<file path="config.mk">
export PLATFORM = sky130hd
export DESIGN_NAME = reg_file_dump_reader_flat
export DESIGN_NICKNAME = d
export VERILOG_FILES = /design/src/rtl/reg_file_dump_reader_if.sv /design/src/rtl/reg_file_dump_reader.sv /design/src/flat_wrapper.sv
export SDC_FILE = /design/constraint.sdc
export NUM_CORES = 1
export LEC_CHECK = 0
export CAP_MARGIN = 20
export CORE_ASPECT_RATIO = 2
export CORE_UTILIZATION = 41
export DETAILED_ROUTE_END_ITERATION = 10
export PLACE_DENSITY = 0.83
export SYNTH_ARGS = -nofsm -noshare
export SYNTH_HDL_FRONTEND = slang
export SYNTH_SLANG_ARGS = --single-unit
</file>
<file path="constraint.sdc">
create_clock -name clk -period 1.92 [get_ports clk]
set_input_delay 0.576 -clock clk [delete_from_list [all_inputs] [get_ports clk]]
set_output_delay 0.576 -clock clk [all_outputs]
set_load 0.05 [all_outputs]
</file>
<file path="src/rtl/reg_file_dump_reader_if.sv">
// Bundle between the dump reader, the register-file read port and the
// downstream valid/ready beat stream.
interface reg_file_dump_reader_if #(
  parameter int addr_width_p = 6,
  parameter int W1           = 32
);
  logic                    start_i;
  logic [addr_width_p-1:0] first_addr_i;
  logic [addr_width_p-1:0] last_addr_i;
  logic [addr_width_p-1:0] rs_addr_o;
  logic [W1-1:0]           rs_val_i;
  logic                    valid_o;
  logic                    ready_i;
  logic [addr_width_p-1:0] addr_o;
  logic [W1-1:0]           data_o;
  logic                    busy_o;
  logic                    done_o;

  modport master (
    input  start_i, first_addr_i, last_addr_i, rs_val_i, ready_i,
    output rs_addr_o, valid_o, addr_o, data_o, busy_o, done_o
  );

  modport slave (
    output start_i, first_addr_i, last_addr_i, rs_val_i, ready_i,
    input  rs_addr_o, valid_o, addr_o, data_o, busy_o, done_o
  );
endinterface

</file>
<file path="src/rtl/reg_file_dump_reader.sv">
// Walks an inclusive, wrapping register range through the reg_file rs port
// and emits {addr, data} beats on a valid/ready stream.
module reg_file_dump_reader #(
  parameter int addr_width_p = 6,
  parameter int W1           = 32
) (
  input  logic                   clk,
  input  logic                   reset_i,
  reg_file_dump_reader_if.master bus
);

  typedef enum logic [1:0] {S_IDLE, S_READ, S_HOLD, S_DONE} state_t;

  state_t                  r_state;
  logic [addr_width_p-1:0] r_cur;
  logic [addr_width_p-1:0] r_last;
  logic [addr_width_p-1:0] r_addr;
  logic [W1-1:0]           r_data;
  logic                    r_valid;

  state_t w_state_nxt;
  logic   w_latch;
  logic   w_capture;
  logic   w_adv;
  logic   w_valid_nxt;

  always_ff @(posedge clk) begin
    if (reset_i) begin
      r_state <= S_IDLE;
      r_cur   <= '0;
      r_last  <= '0;
      r_addr  <= '0;
      r_data  <= '0;
      r_valid <= 1'b0;
    end else begin
      r_state <= w_state_nxt;
      r_valid <= w_valid_nxt;
      if (w_latch) begin
        r_cur  <= bus.first_addr_i;
        r_last <= bus.last_addr_i;
      end else if (w_adv) begin
        // natural modulo 2**addr_width_p wrap through the top register
        r_cur <= r_cur + addr_width_p'(1);
      end
      if (w_capture) begin
        r_addr <= r_cur;
        r_data <= bus.rs_val_i;
      end
    end
  end

  always_comb begin
    w_state_nxt = r_state;
    w_latch     = 1'b0;
    w_capture   = 1'b0;
    w_adv       = 1'b0;
    w_valid_nxt = r_valid;
    case (r_state)
      S_IDLE: begin
        if (bus.start_i) begin
          w_latch     = 1'b1;
          w_state_nxt = S_READ;
        end
      end
      S_READ: begin
        // capture sees the pre-write value if the reg_file is written this edge
        w_capture   = 1'b1;
        w_valid_nxt = 1'b1;
        w_state_nxt = S_HOLD;
      end
      S_HOLD: begin
        if (r_valid && bus.ready_i) begin
          w_valid_nxt = 1'b0;
          if (r_cur == r_last) begin
            w_state_nxt = S_DONE;
          end else begin
            w_adv       = 1'b1;
            w_state_nxt = S_READ;
          end
        end
      end
      S_DONE: begin
        w_state_nxt = S_IDLE;
      end
      default: begin
        w_state_nxt = S_IDLE;
        w_valid_nxt = 1'b0;
      end
    endcase
  end

  assign bus.rs_addr_o = r_cur;
  assign bus.valid_o   = r_valid;
  assign bus.addr_o    = r_addr;
  assign bus.data_o    = r_data;
  assign bus.busy_o    = (r_state != S_IDLE);
  assign bus.done_o    = (r_state == S_DONE);

endmodule

</file>
<file path="src/flat_wrapper.sv">
// flat-port wrapper written by rule: the top's interface ports become plain ports
module reg_file_dump_reader_flat 
#(
  parameter int addr_width_p = 6,
  parameter int W1           = 32
)
  (clk, reset_i, bus_start_i, bus_first_addr_i, bus_last_addr_i, bus_rs_val_i, bus_ready_i, bus_rs_addr_o, bus_valid_o, bus_addr_o, bus_data_o, bus_busy_o, bus_done_o);
  reg_file_dump_reader_if #(.addr_width_p(addr_width_p), .W1(W1)) bus_i ();
  input  logic clk;
  input  logic reset_i;
  input wire logic [$bits(bus_i.start_i)-1:0] bus_start_i;
  input wire logic [$bits(bus_i.first_addr_i)-1:0] bus_first_addr_i;
  input wire logic [$bits(bus_i.last_addr_i)-1:0] bus_last_addr_i;
  input wire logic [$bits(bus_i.rs_val_i)-1:0] bus_rs_val_i;
  input wire logic [$bits(bus_i.ready_i)-1:0] bus_ready_i;
  output wire logic [$bits(bus_i.rs_addr_o)-1:0] bus_rs_addr_o;
  output wire logic [$bits(bus_i.valid_o)-1:0] bus_valid_o;
  output wire logic [$bits(bus_i.addr_o)-1:0] bus_addr_o;
  output wire logic [$bits(bus_i.data_o)-1:0] bus_data_o;
  output wire logic [$bits(bus_i.busy_o)-1:0] bus_busy_o;
  output wire logic [$bits(bus_i.done_o)-1:0] bus_done_o;
  assign bus_i.start_i = bus_start_i;
  assign bus_i.first_addr_i = bus_first_addr_i;
  assign bus_i.last_addr_i = bus_last_addr_i;
  assign bus_i.rs_val_i = bus_rs_val_i;
  assign bus_i.ready_i = bus_ready_i;
  assign bus_rs_addr_o = bus_i.rs_addr_o;
  assign bus_valid_o = bus_i.valid_o;
  assign bus_addr_o = bus_i.addr_o;
  assign bus_data_o = bus_i.data_o;
  assign bus_busy_o = bus_i.busy_o;
  assign bus_done_o = bus_i.done_o;
  reg_file_dump_reader #(.addr_width_p(addr_width_p), .W1(W1)) u_core (.clk(clk), .reset_i(reset_i), .bus(bus_i));
endmodule
</file>
== Word-level counts from Yosys, hierarchy flattened ==
Index checks and enable logic that the tools add are counted.
Storage, ports and cells
  register bits after elaboration: 53
  output and inout port bits: 47
  bits of input ports: 48
Operators by class
  reductions and logical operators: 7
  muxes and demuxes: 14
  add/subtract/negate cells: 1
  eq/ne operators: 6
Operator list (count)
  $mux W6: 2
  $pmux W2 S4: 1
  $mux W1: 7
  $add A6 B1 Y6 const B: 1
  $eq A6 B6 Y1: 1
  $mux W2: 3
  $reduce_bool A2 Y1: 3
  $eq A2 B2 Y1 const B: 2
  $reduce_and A2 Y1: 2
  $eq A2 B1 Y1 const B: 1
  $logic_not A2 Y1: 1
  $ne A2 B1 Y1 const B: 1
  $ne A2 B2 Y1 const B: 1
  $pmux W1 S2: 1
  $logic_and A1 B1 Y1: 1

== Depth between registers and ports, before layout ==
  depth after elaboration: 6
  mapped depth: 6
  depth with buffers taken out: 5

== Worst setup path after synthesis ==
No wires, ideal clock.
  path kind: register to register
  start point: register u_core.r_cur[1] (netlist: u_core.bus.rs_addr_o[1])
  end point: register u_core.r_cur[5] (netlist: u_core.bus.rs_addr_o[5])
  data required time: 1.817 ns
  arrival: 1.704 ns
  buffers on the path: 1
  cell stages (with the launch flop): 7
  path slack: 0.112 ns
  period minus slack after synthesis: 1.808 ns
  setup time: 0.103 ns
  path through: dfxtp_1 -> xnor2_1 -> nand4_1 -> o21ai_1 -> buf_2 -> nor2_1 -> a2111oi_2
On the way
  word-level cells in the longest chain between the ends: 5
RTL lines
  start, declared: line reg_file_dump_reader.sv:15  | logic [addr_width_p-1:0] r_cur;
  start signal, assigned: line reg_file_dump_reader.sv:39  | r_cur <= bus.first_addr_i;
  start signal, assigned: line reg_file_dump_reader.sv:43  | r_cur <= r_cur + addr_width_p'(1);
  branches (longest 5 deep; another with $add A6 B1 Y6)
Several ways; the timed one is not identified. The select of a mux whose other input is x is not followed.
A chain may end at the register's enable or synchronous reset.

== Worst setup path in the final report ==
  start point: input port bus_start_i
  end point: register u_core.r_cur[3] (netlist: u_core.bus.rs_addr_o[3])
On the way
  word-level cells in the longest chain between the ends: 3
RTL lines
  start, declared: line flat_wrapper.sv:11  | input wire logic [$bits(bus_i.start_i)-1:0] bus_start_i;
  $mux W1 (*): line reg_file_dump_reader.sv:60  | if (bus.start_i) begin
  $mux W1 (*): line reg_file_dump_reader.sv:58  | case (r_state)
  $mux W6 / $reduce_bool A2 Y1 (equally long branches)
Mark *: on every way between the ends. The rest lies on a longest branch, timed or not.

==> summary.txt <==
Placed design
  – Port Buffers: 94
  – DP Wirelength: 3.97 mm
  – DP Worst Slack: -0.269 ns
  – RePlAce Congestion: 0.796

Routing
  – Vias/cell: 4.95
  – Post-Route WL: 5.38 mm
  – DRT Pass-1 Iters: 4
  – ANT nets after route: 0
  – Remaining DRCs: 0
  – Initial DRC Count: 14
  – Detailed-route via count: 2,079
  – Wirelength per Cell: 12.8 µm

STA
  – Max_slew headroom: 62.4%
  – Final worst slack: 0.0695 ns
  – Setup violators final: 0
  – Max Slew Vio Count: 0
  – Highest clock rate: 540 MHz
  – Final hold vios: 0
  – RSZ-0062 raised after global routing: false
  – Clock Skew: 0.00495 ns
  – Worst-Margin Slew: 0.563 ns
  – Fin crit period: 1.85 ns
  – Period utilization: 96.4%

Cells and area
  – Final #Nets: 411
  – Fillers: 410
  – Layout cells sized above 1: 22.3%
  – Commonest non-fill, non-tap cell in the layout: nand2_1
  – Syn-to-layout area delta: 58.7%
  – Ant. Diodes: 0
  – Most frequent cells in the layout: nand2_1 (90), buf_4 (57), dfxtp_1 (53), a21oi_1 (46), clkdlybuf4s50_1 (46)

Synthesis
  – Cell taking the most area after synthesis: dfxtp_1
  – Share of the yosys chip area belonging to registers: 51.4%
  – Mapped Nets: 308
  – Syn. warnings: 0
  – Ranking of synthesized cells by area: dfxtp_1 (51%), nand2_1 (16%), a21oi_1 (11%), xnor2_1 (2.5%), clkbuf_1 (2.2%)
  – Yosys top cell area share: 51.4%
  – Yosys reg bits: 53
  – Fraction of registers with async set/reset: 0%
  – Post-Syn Area: 2060 µm²
  – Top_reg_cell synth: dfxtp_1
  – Synth Instances: 259
  – Cell variety after synth: 37
  – Post-synth EDFFs: 0
  – Synthesized area per cell: 7.97 µm²

Die
  – Die Height: 102 µm
  – Core Region: 4860 µm²
  – Die X: 52.2 µm
  – Die area: 5340 µm²
  – IO Pins: 95
  – Row cnt: 36
  – Initial core utilization: 42.4%

Worst hold path
  – Min-delay worst type: reg2reg

Worst setup path
  – WP data arrival: 2.02 ns
  – Crit path kind: in2reg
  – Cell Chain, Critical Path: clkdlybuf4s50_1 -> or3b_4 -> buf_4 -> o21ai_2 -> o21bai_1 -> a31oi_1
  – Max FO, Critical Path: 16
  – Critical Path Max Stage Delay: 0.47 ns
  – Critical Path RT: 2.09 ns
  – Crit end category: flip-flop
  – CP Launch Type: input pin
  – Slowest cell on crit path: clkdlybuf4s50_1

Global routing
  – First-pass GRT wire length: 8.54 mm
  – Vias in the first global route: 2,020
  – Grt total ovfl: 0
  – Initial antenna violation count: 0
  – Largest net degree at the start of global routing: 29
  – Total GRT Usage: 21.1%

Clocking
  – Total setup buffers inserted after CTS: 0
  – CTS H-tree depth: 2
  – Clock-pin slew on the worst setup and hold paths: 0.09 ns
  – CTS sink count: 53
  – Max Buffers Root-to-Sink: 2
  – Skew-Pair Late Insertion Delay: 0.30 ns
  – Root Buffer: clkbuf_8
  – Cts bufs inserted: 5
  – CTS tree: yes
  – Cts-stage hold buffer count: 0

Power and ir drop
  – Leak pwr: 0.00131 µW
  – Pwr/cell area: 854 nW/µm²
  – Max VDD drop: 0.712 mV
  – Total power: 2800 µW

Job
  – Max Cap Viol: 0

Run status
  – Status: completed
registers in the layout, summed over array words and instances (netlist names):
register / flops
u_core.bus.valid_o: 1
u_core.bus.data_o: 32
u_core.bus.addr_o: 6
u_core.r_state: 2
u_core.bus.rs_addr_o: 6
u_core.r_last: 6
layout make-up:
cell class,instances,area (µm²),share of cell area [%]
repair buffers,113,1070,32.8
flip-flops and latches,53,1060,32.4
multi-input cells,187,927,28.3
well taps,57,71.3,2.18
clock buffers,5,68.8,2.10
clock inverters,3,65.1,1.99
inverters,2,7.51,0.229
path summary, 6_finish.rpt:
kind              cells after the start  slack (ns)                       to             startpoint
setup / recovery                      6        0.07  u_core.bus.rs_addr_o[3]            bus_start_i
hold / removal                        2        0.46    u_core.bus.data_o[11]  u_core.bus.data_o[11]
setup reg to reg                      6        0.22  u_core.bus.rs_addr_o[1]       u_core.r_last[4]
hold reg to reg                       2        0.46    u_core.bus.data_o[11]  u_core.bus.data_o[11]
Yosys cell counts (2+ instances only):
library cell  instances
o21bai_1              2
nand3_1               4
buf_2                 2
inv_1                 2
a31oi_1               2
nand2_1              90
nor2_1                8
buf_1                 2
nand2b_1              2
o21ai_0               2
xnor2_1               6
a21oi_1              46
o21ai_1               2
or3_1                 3
dfxtp_1              53
clkbuf_1             12
report_power, final:
group	switching (µW)	internal [µW]
logic	405	307
registers	42.4	1170
clock network	360	518
total	807	1990
routing by layer:
layer  share of wire (%)  GRT usage, %  up-vias
met1                  38          20.8      951
met4                 3.1          11.1        0
met3                 3.8          4.61       12
li1                    -             -     1056
met2                  56          39.3       60
met5                   0             0        -
critical path: cells and delay by family:
kind                   cells  cell delay (ns)
AOI/OAI and AO/OA          3             0.37
and+or+nand+nor            1             0.40
buffers and inverters      2             0.67
per-stage QoR:
step / cell area [µm²] / instances / setup TNS (ns) / hold slack, ns / utilization, %
3_3_place_gp: 3130 / 412 / -1.03 / 0.443 / 64.4
4_1_cts: 3270 / 420 / 0 / 0.460 / 67.2
5_1_grt: 3270 / 420 / 0 / 0.478 / 67.3
2_1_floorplan: 2060 / 259 / 0 / 0.449 / -
6_report: 3270 / 420 / 0 / 0.457 / 67.3
3_5_place_dp: 3130 / 412 / -1.30 / 0.447 / 64.4
what timing repair did:
item	CTS	global route
resized for setup	0	2
setup endpoints to repair	0	2
endpoints found under the hold margin	0	0
kinds of logic (layout without fill, tap and decap cells):
group	count (synthesis)	in the layout	share of synthesized area, %
AND/OR/NAND/NOR	118	118	24.5
AO/OA/AOI/OAI	61	61	16.6
flip-flops	53	53	51.4
buffers and inverters	19	123	3.94
XOR/XNOR	7	7	2.97
adder cells (fa/ha/maj)	1	1	0.606
(Power assumes the default switching activity.)
